<file path="src/rtl/key_action_pkg.sv">
// -----------------------------------------------------------------------------
// key_action_pkg
// Shared constants for the key action decoder:
//   - movement codes sent to the game-logic/player-position block
//   - 3-bit FSM state encoding (also visible on the decoder's dbg_state port)
// No ports (package).
// -----------------------------------------------------------------------------
package key_action_pkg;

    // Movement codes
    localparam logic [2:0] MV_NONE       = 3'b000;
    localparam logic [2:0] MV_BIG_JUMP   = 3'b001;
    localparam logic [2:0] MV_SMALL_JUMP = 3'b010;
    localparam logic [2:0] MV_CROUCH     = 3'b011;
    localparam logic [2:0] MV_DROP       = 3'b100;

    // FSM state encoding
    localparam logic [2:0] ST_IDLE         = 3'd0;
    localparam logic [2:0] ST_JUMP_HOLD    = 3'd1;
    localparam logic [2:0] ST_JUMP_EMIT    = 3'd2;
    localparam logic [2:0] ST_CROUCH_HOLD  = 3'd3;
    localparam logic [2:0] ST_DROP_HOLD    = 3'd4;
    localparam logic [2:0] ST_DROP_EMIT    = 3'd5;
    localparam logic [2:0] ST_RELEASE_WAIT = 3'd6;

endpackage

</file>
<file path="src/rtl/key_debounce.sv">
// -----------------------------------------------------------------------------
// key_debounce
// One push-button input path: 2-flop synchroniser followed by a stability
// counter. The debounced level takes the synced value once the two have
// differed for DEBOUNCE_CYCLES consecutive cycles; any agreeing cycle clears
// the counter. Raw edge to o_db edge latency is 2 + DEBOUNCE_CYCLES cycles.
// Ports:
//   clk    in   system clock
//   reset  in   asynchronous, active-low reset
//   i_key  in   raw key level (1 = pressed), asynchronous to clk
//   o_db   out  debounced key level
// -----------------------------------------------------------------------------
module key_debounce #(
    parameter int DEBOUNCE_CYCLES = 250000,
    parameter int CNT_W           = 26
) (
    input  logic clk,
    input  logic reset,
    input  logic i_key,
    output logic o_db
);

    localparam logic [CNT_W-1:0] LP_CNT_LAST = CNT_W'(DEBOUNCE_CYCLES - 1);

    logic             r_sync1;
    logic             r_sync2;
    logic             r_db;
    logic [CNT_W-1:0] r_cnt;

    always_ff @(posedge clk or negedge reset) begin
        if (!reset) begin
            r_sync1 <= 1'b0;
            r_sync2 <= 1'b0;
            r_db    <= 1'b0;
            r_cnt   <= '0;
        end else begin
            r_sync1 <= i_key;
            r_sync2 <= r_sync1;
            if (r_sync2 != r_db) begin
                // This cycle is the DEBOUNCE_CYCLES-th consecutive mismatch.
                if (r_cnt == LP_CNT_LAST) begin
                    r_db  <= r_sync2;
                    r_cnt <= '0;
                end else begin
                    r_cnt <= r_cnt + CNT_W'(1);
                end
            end else begin
                r_cnt <= '0;
            end
        end
    end

    assign o_db = r_db;

endmodule

</file>
<file path="src/rtl/key_action_decoder.sv">
// -----------------------------------------------------------------------------
// key_action_decoder
// Debounces NUM_KEYS push buttons and turns the jump/crouch/drop keys into
// movement codes for the player-position block. Jump presses are classified
// big/small by hold length (single threshold, auto-fire at MAX_HOLD).
// Ports:
//   clk         in   system clock
//   reset       in   asynchronous, active-low reset
//   keys        in   raw key levels [NUM_KEYS], 1 = pressed, async to clk
//   enable      in   1 = new actions may start from IDLE
//   movement    out  000 none, 001 big jump, 010 small jump, 011 crouch, 100 drop
//   move_valid  out  high whenever movement != 000
//   busy        out  high in every state except IDLE
//   dbg_state   out  current FSM state (key_action_pkg ST_* encoding)
//   dbg_db      out  debounced key levels [NUM_KEYS]
// Output semantics: movement/move_valid form a valid-only interface with no
// ready; the consumer must take the code on every cycle move_valid is high.
// Jump and drop codes are one-cycle strobes, crouch is a level held while the
// key is down.
// -----------------------------------------------------------------------------
module key_action_decoder
    import key_action_pkg::*;
#(
    parameter int NUM_KEYS        = 3,
    parameter int JUMP_IDX        = 0,
    parameter int CROUCH_IDX      = 1,
    parameter int DROP_IDX        = 2,
    parameter int DEBOUNCE_CYCLES = 250000,
    parameter int CNT_W           = 26,
    parameter int LONG_THRESH     = 10000000,
    parameter int MAX_HOLD        = 50000000
) (
    input  logic                clk,
    input  logic                reset,
    input  logic [NUM_KEYS-1:0] keys,
    input  logic                enable,
    output logic [2:0]          movement,
    output logic                move_valid,
    output logic                busy,
    output logic [2:0]          dbg_state,
    output logic [NUM_KEYS-1:0] dbg_db
);

    localparam logic [CNT_W-1:0] LP_LONG      = CNT_W'(LONG_THRESH);
    localparam logic [CNT_W-1:0] LP_HOLD_LAST = CNT_W'(MAX_HOLD - 1);

    logic [NUM_KEYS-1:0] w_db;
    logic [2:0]          w_m;         // {drop, crouch, jump} debounced
    logic                w_m_any;
    logic                w_m_one;
    logic [2:0]          r_state;
    logic [2:0]          w_next_state;
    logic [2:0]          r_movement;
    logic [2:0]          w_next_mv;
    logic [CNT_W-1:0]    r_hold_cnt;
    logic                w_hold_clr;
    logic                w_hold_inc;
    logic                w_big;

    // ---------------- input path ----------------
    for (genvar gi = 0; gi < NUM_KEYS; gi++) begin : g_key
        key_debounce #(
            .DEBOUNCE_CYCLES (DEBOUNCE_CYCLES),
            .CNT_W           (CNT_W)
        ) u_debounce (
            .clk   (clk),
            .reset (reset),
            .i_key (keys[gi]),
            .o_db  (w_db[gi])
        );
    end

    assign w_m     = {w_db[DROP_IDX], w_db[CROUCH_IDX], w_db[JUMP_IDX]};
    assign w_m_any = (w_m != 3'b000);
    // Exactly one mapped key: non-zero and a power of two.
    assign w_m_one = w_m_any && ((w_m & (w_m - 3'b001)) == 3'b000);

    // ---------------- FSM ----------------
    always_comb begin
        w_next_state = r_state;
        w_hold_clr   = 1'b0;
        w_hold_inc   = 1'b0;
        w_big        = 1'b0;
        case (r_state)
            ST_IDLE: begin
                if (enable && w_m_any) begin
                    if (!w_m_one) begin
                        w_next_state = ST_RELEASE_WAIT;   // chord rejected
                    end else if (w_m[0]) begin
                        w_next_state = ST_JUMP_HOLD;
                        w_hold_clr   = 1'b1;
                    end else if (w_m[1]) begin
                        w_next_state = ST_CROUCH_HOLD;
                    end else begin
                        w_next_state = ST_DROP_HOLD;
                    end
                end
            end
            ST_JUMP_HOLD: begin
                // hold_cnt freezes on exit so it still classifies the press.
                if (!w_db[JUMP_IDX]) begin
                    w_next_state = ST_JUMP_EMIT;
                    w_big        = (r_hold_cnt >= LP_LONG);
                end else if (r_hold_cnt == LP_HOLD_LAST) begin
                    w_next_state = ST_JUMP_EMIT;
                    w_big        = 1'b1;
                end else begin
                    w_hold_inc   = 1'b1;
                end
            end
            ST_JUMP_EMIT:   w_next_state = ST_RELEASE_WAIT;
            ST_CROUCH_HOLD: if (!w_db[CROUCH_IDX]) w_next_state = ST_IDLE;
            ST_DROP_HOLD:   if (!w_db[DROP_IDX]) w_next_state = ST_DROP_EMIT;
            ST_DROP_EMIT:   w_next_state = ST_RELEASE_WAIT;
            ST_RELEASE_WAIT: if (!w_m_any) w_next_state = ST_IDLE;
            default:        w_next_state = ST_IDLE;
        endcase
    end

    // Movement is registered alongside the state so it is a pure Moore output.
    always_comb begin
        w_next_mv = MV_NONE;
        case (w_next_state)
            ST_JUMP_EMIT:   w_next_mv = w_big ? MV_BIG_JUMP : MV_SMALL_JUMP;
            ST_CROUCH_HOLD: w_next_mv = MV_CROUCH;
            ST_DROP_EMIT:   w_next_mv = MV_DROP;
            default:        w_next_mv = MV_NONE;
        endcase
    end

    always_ff @(posedge clk or negedge reset) begin
        if (!reset) begin
            r_state    <= ST_IDLE;
            r_movement <= MV_NONE;
            r_hold_cnt <= '0;
        end else begin
            r_state    <= w_next_state;
            r_movement <= w_next_mv;
            if (w_hold_clr) begin
                r_hold_cnt <= '0;
            end else if (w_hold_inc) begin
                r_hold_cnt <= r_hold_cnt + CNT_W'(1);
            end
        end
    end

    assign movement   = r_movement;
    assign move_valid = (r_movement != MV_NONE);
    assign busy       = (r_state != ST_IDLE);
    assign dbg_state  = r_state;
    assign dbg_db     = w_db;

endmodule

</file>
<file path="config.mk">
export PLATFORM = sky130hd
export DESIGN_NAME = key_action_decoder
export DESIGN_NICKNAME = d
export VERILOG_FILES = /design/src/rtl/key_action_pkg.sv /design/src/rtl/key_debounce.sv /design/src/rtl/key_action_decoder.sv
export SDC_FILE = /design/constraint.sdc
export NUM_CORES = 1
export LEC_CHECK = 0
export BUFFER_PORTS_ARGS = -buffer_cell sky130_fd_sc_hd__buf_2
export CAP_MARGIN = 30
export CORE_UTILIZATION = 35
export CTS_CLUSTER_SIZE = 24
export DETAILED_ROUTE_END_ITERATION = 8
export PLACE_DENSITY_LB_ADDON = 0.12
export SLEW_MARGIN = 20
export SYNTH_ARGS = -nofsm -noshare
export SYNTH_HDL_FRONTEND = slang
export SYNTH_HIERARCHICAL = 1
export SYNTH_SLANG_ARGS = --single-unit
</file>
<file path="constraint.sdc">
create_clock -name clk -period 3 [get_ports clk]
set_input_delay 0.6 -clock clk [delete_from_list [all_inputs] [get_ports clk]]
set_output_delay 0.6 -clock clk [all_outputs]
set_load 0.01 [all_outputs]
</file>
==> flow_metrics.py <==
metrics = {
    "timing": {
        "report.final.slew_viol_count": 0,
        "finalSetupViolCount": 0,
        "hold_worst_slack_ns": 0.1986,
        "grt_setup_unrepaired": "no",
        "final.min_clock_period_ns": 2.371,
        "post_route_fraction_of_the_period_consumed_by_the_critical_path": 0.7904,
        "final-hold-violation-count": 0,
        "finalWorstSetupSlack_ns": 0.6287,
        "slew_headroom": 0.4952,
        "tightest_slew_ns": 0.7526,
        "totalNegativeSetupSlack_ns": 0,
        "fmax_mhz": 421.7,
        "worst_clock_skew_ns": 0.01121,
    },
    "power": {
        "power.density_nw_per_um2": 530.9,
        "total_switching_power_uw": 782.5,
        "vdd_ir_drop_max_mv": 0.3745,
        "p_int_mw": 3.061,
        "p_sw_frac": 0.2036,
        "clock_power_share": 0.553,
        "power.sequential.fraction": 0.425,
        "leakage_power_summed_over_all_cells_nw": 2.990,
        "power.share.combinational": 0.023,
    },
    "placement": {
        "numPortBuffers": 16,
        "post_detailed_placement_cell_area_sq_um": 6619,
        "gpl.final_weighted_congestion": 0.7908,
        "place_worst_setup_slack_ns": 0.6384,
        "dp_hpwl_microns": 9252,
    },
    "floorplan": {
        "count_of_standard_cell_rows": 48,
        "vertical_die_dimension_microns": 135.3,
        "fp.dieArea_sq_um": 18310,
        "die_w_microns": 135.3,
        "design.core.area_sq_um": 17300,
        "starting_utilization_of_the_core_area": 0.3596,
        "io_pins": 17,
    },
    "routing": {
        "first_iter_violations": 242,
        "drt_pre_antenna_iters": 6,
        "via_per_inst": 5.426,
        "routedWlPerCell_microns": 15.05,
        "drc_markers": 0,
        "routed_wl_microns": 13600,
        "via_count": 4905,
        "postRouteAntennaNets": 0,
    },
    "clock_network": {
        "cts.clk_slew.worst_paths_ns": 0.06,
        "sink_count": 119,
        "cts_tree": "done",
        "hold_buffers": 0,
        "clock_latency_on_the_worst_skew_pair_ns": 0.41,
        "cts-resized-gates": 0,
        "buffers_inserted_by_post_cts_timing_repair": 0,
        "tritoncts.num_buffers": 17,
        "cts_max_level": 4,
        "ctsLongestPathBuffers": 2,
        "clock_root_buffer": "sky130_fd_sc_hd__clkbuf_16",
    },
    "run": {
        "max_capacitance_violation_total": 0,
    },
    "setup_path": {
        "worstPathMaxFanout": 10,
        "critical_path.cell_chain": "or4_1 > or4_1 > o21ai_2 > o211ai_1 > a31oi_1",
        "cp-start-kind": "register",
        "worst-setup-path-type": "reg2reg",
        "cpMostUsedCell": "sky130_fd_sc_hd__or4_1",
        "cpMaxStageDelayCell": "sky130_fd_sc_hd__or4_1",
        "crit_path_end_kind": "register",
        "worst_path_largest_cell_delay_ns": 0.56,
        "critPathRequiredTime_ns": 3.33,
        "cp_arrival_ns": 2.70,
    },
    "global_route": {
        "gr-total-overflow": 0,
        "grt_max_degree": 49,
        "grt_pass1_wl_microns": 23520,
        "first_global_vias": 4726,
        "total_grt_usage": 0.1635,
        "initial_antenna_violation_count": 0,
    },
    "synthesis": {
        "synth_ff_type": "sky130_fd_sc_hd__dfrtp_1",
        "synth_edf_count": 0,
        "synth.net_count": 655,
        "syn-mean-instance-area_sq_um": 9.658,
        "yosysUniqueCellTypes": 53,
        "synthesis.instances": 644,
        "post_synth_instance_area_sq_um": 6220,
        "yosys_register_bits": 119,
        "ys.warnings.count": 6,
        "synthArstFlopShare": 1.000,
        "synth_seq_area_share": 0.4788,
    },
    "final_layout": {
        "final_cell_area_sq_um": 7239,
        "mostFrequentLayoutCells": "sky130_fd_sc_hd__dfrtp_1 (119), sky130_fd_sc_hd__nor2_1 (66), sky130_fd_sc_hd__nand2_1 (43), sky130_fd_sc_hd__a21oi_1 (42), sky130_fd_sc_hd__nand4_1 (35)",
        "nNetsFinal": 677,
        "postLayoutCoreUtil": 0.4185,
        "antenna_diode_count": 0,
        "area_growth_pct": 16.40,
        "final_layout_size_suffix_gt1_frac": 0.1178,
        "final_common_cell": "sky130_fd_sc_hd__dfrtp_1",
    },
    "min_path": {
        "min_path_type": "in2async",
    },
    "status": {
        "status": "complete, no violations",
    },
}
==> critical path: cells and delay by family, from the launching register on <==
| family | cells | cell delay (ns) |
|---|---|---|
| AOI/OAI and AO/OA | 3 | 0.72 |
| DFF | 1 | 0.44 |
| and+or+nand+nor | 2 | 1.12 |
==> routing by layer <==
| layer | share of wire | routed length, microns | GRT usage | vias up |
|---|---|---|---|---|
| met4 | 0.012 | 161 | 0.05306 | 0 |
| met2 | 0.47 | 6360 | 0.2519 | 52 |
| met3 | 0.029 | 392 | 0.04863 | 9 |
| met5 | 0 | 0 | 0 | - |
| li1 | - | - | - | 2425 |
| met1 | 0.49 | 6689 | 0.2190 | 2419 |
==> synthesized netlist by cell type, types with 3 or more instances <==
| library cell | n | area [sq um] |
|---|---|---|
| sky130_fd_sc_hd__o21ai_1 | 4 | 20.02 |
| sky130_fd_sc_hd__or4_4 | 4 | 45.04 |
| sky130_fd_sc_hd__o211ai_1 | 6 | 45.04 |
| sky130_fd_sc_hd__o31ai_1 | 13 | 97.59 |
| sky130_fd_sc_hd__or4_1 | 21 | 157.7 |
| sky130_fd_sc_hd__xnor2_1 | 23 | 201.4 |
| sky130_fd_sc_hd__nor3_1 | 11 | 55.05 |
| sky130_fd_sc_hd__nor4b_1 | 6 | 52.55 |
| sky130_fd_sc_hd__nand4_1 | 35 | 219.0 |
| sky130_fd_sc_hd__o41ai_2 | 3 | 48.80 |
| sky130_fd_sc_hd__and2_1 | 4 | 25.02 |
| sky130_fd_sc_hd__buf_2 | 7 | 35.03 |
| sky130_fd_sc_hd__nor2_1 | 66 | 247.7 |
| sky130_fd_sc_hd__or3_1 | 26 | 162.7 |
| sky130_fd_sc_hd__xor2_1 | 34 | 297.8 |
| sky130_fd_sc_hd__a31oi_1 | 3 | 18.77 |
| sky130_fd_sc_hd__a21oi_2 | 3 | 26.28 |
| sky130_fd_sc_hd__and3_1 | 10 | 62.56 |
| sky130_fd_sc_hd__nor4_1 | 15 | 93.84 |
| sky130_fd_sc_hd__dfrtp_1 | 119 | 2978 |
| sky130_fd_sc_hd__a21oi_1 | 42 | 210.2 |
| sky130_fd_sc_hd__nand3_1 | 29 | 145.1 |
| sky130_fd_sc_hd__inv_1 | 16 | 60.06 |
| sky130_fd_sc_hd__mux2_2 | 3 | 33.78 |
| sky130_fd_sc_hd__a31o_2 | 3 | 26.28 |
| sky130_fd_sc_hd__mux2i_1 | 4 | 40.04 |
| sky130_fd_sc_hd__and4_1 | 14 | 122.6 |
| sky130_fd_sc_hd__nand4b_1 | 3 | 26.28 |
| sky130_fd_sc_hd__nand2b_1 | 7 | 43.79 |
| sky130_fd_sc_hd__clkbuf_1 | 16 | 60.06 |
| sky130_fd_sc_hd__o21ai_0 | 23 | 115.1 |
| sky130_fd_sc_hd__ha_1 | 5 | 62.56 |
| sky130_fd_sc_hd__nand2_1 | 43 | 161.4 |
==> state kept, by name, summed over array words and instances, names as in the netlist <==
name                      count
dbg_state                     3
g_key.u_debounce/o_db         3
g_key.u_debounce/r_cnt       78
g_key.u_debounce/r_sync1      3
g_key.u_debounce/r_sync2      3
movement                      3
r_hold_cnt                   26
==> final cells by class <==
class	count	area, sq um
fill	1679	10060
multi-input combinational	483	3094
sequential	119	2978
clock buffer	25	505.5
tap	225	281.5
timing repair buffer	29	205.2
clock inverter	7	115.1
inverter	16	60.06
==> metrics by stage <==
step,std cells,power [mW]
final,904,3.843
after global routing,904,3.989
after CTS,904,3.898
after global placement,872,1.749
after floorplan,644,1.691
after detailed placement,872,1.751
==> logic make-up after synthesis <==
| logic type | after synthesis | synth area share |
|---|---|---|
| simple gates | 303 | 0.2768 |
| flops | 119 | 0.4788 |
| compound gates | 111 | 0.1131 |
| xor+xnor | 57 | 0.08027 |
| buf+inv | 42 | 0.02917 |
| mux | 7 | 0.01187 |
| fa+ha+maj | 5 | 0.01006 |
==> path summary, 6_finish.rpt <==
check | start | end | slack, ns | cells after the start
worst max-delay path | r_hold_cnt[9]$_DFFE_PN0P_ | movement[1]$_DFF_PN0_ | 0.63 | 5
worst min-delay path | reset | g_key[2].u_debounce/r_cnt[21]$_DFF_PN0_ | 0.20 | 1
worst max register to register | r_hold_cnt[9]$_DFFE_PN0P_ | movement[1]$_DFF_PN0_ | 0.63 | 5
worst min register to register | g_key[0].u_debounce/r_sync1$_DFF_PN0_ | g_key[0].u_debounce/r_sync2$_DFF_PN0_ | 0.35 | 0
max in group asynchronous | reset | dbg_state[0]$_DFF_PN0_ | 2.00 | 2
min in group clk | keys[1] | g_key[1].u_debounce/r_sync1$_DFF_PN0_ | 0.29 | 1
==> power by group through the flow <==
stage          clock network, mW  registers, mW  logic, mW
6_report                    2.12           1.63     0.0871
5_1_grt                     2.25           1.63      0.102
4_1_cts                     2.17           1.63     0.0919
3_5_place_dp                   0           1.66     0.0917
3_3_place_gp                   0           1.66     0.0901
2_1_floorplan                  0           1.66     0.0335
No activity file was read; power rests on OpenSTA's default activity.
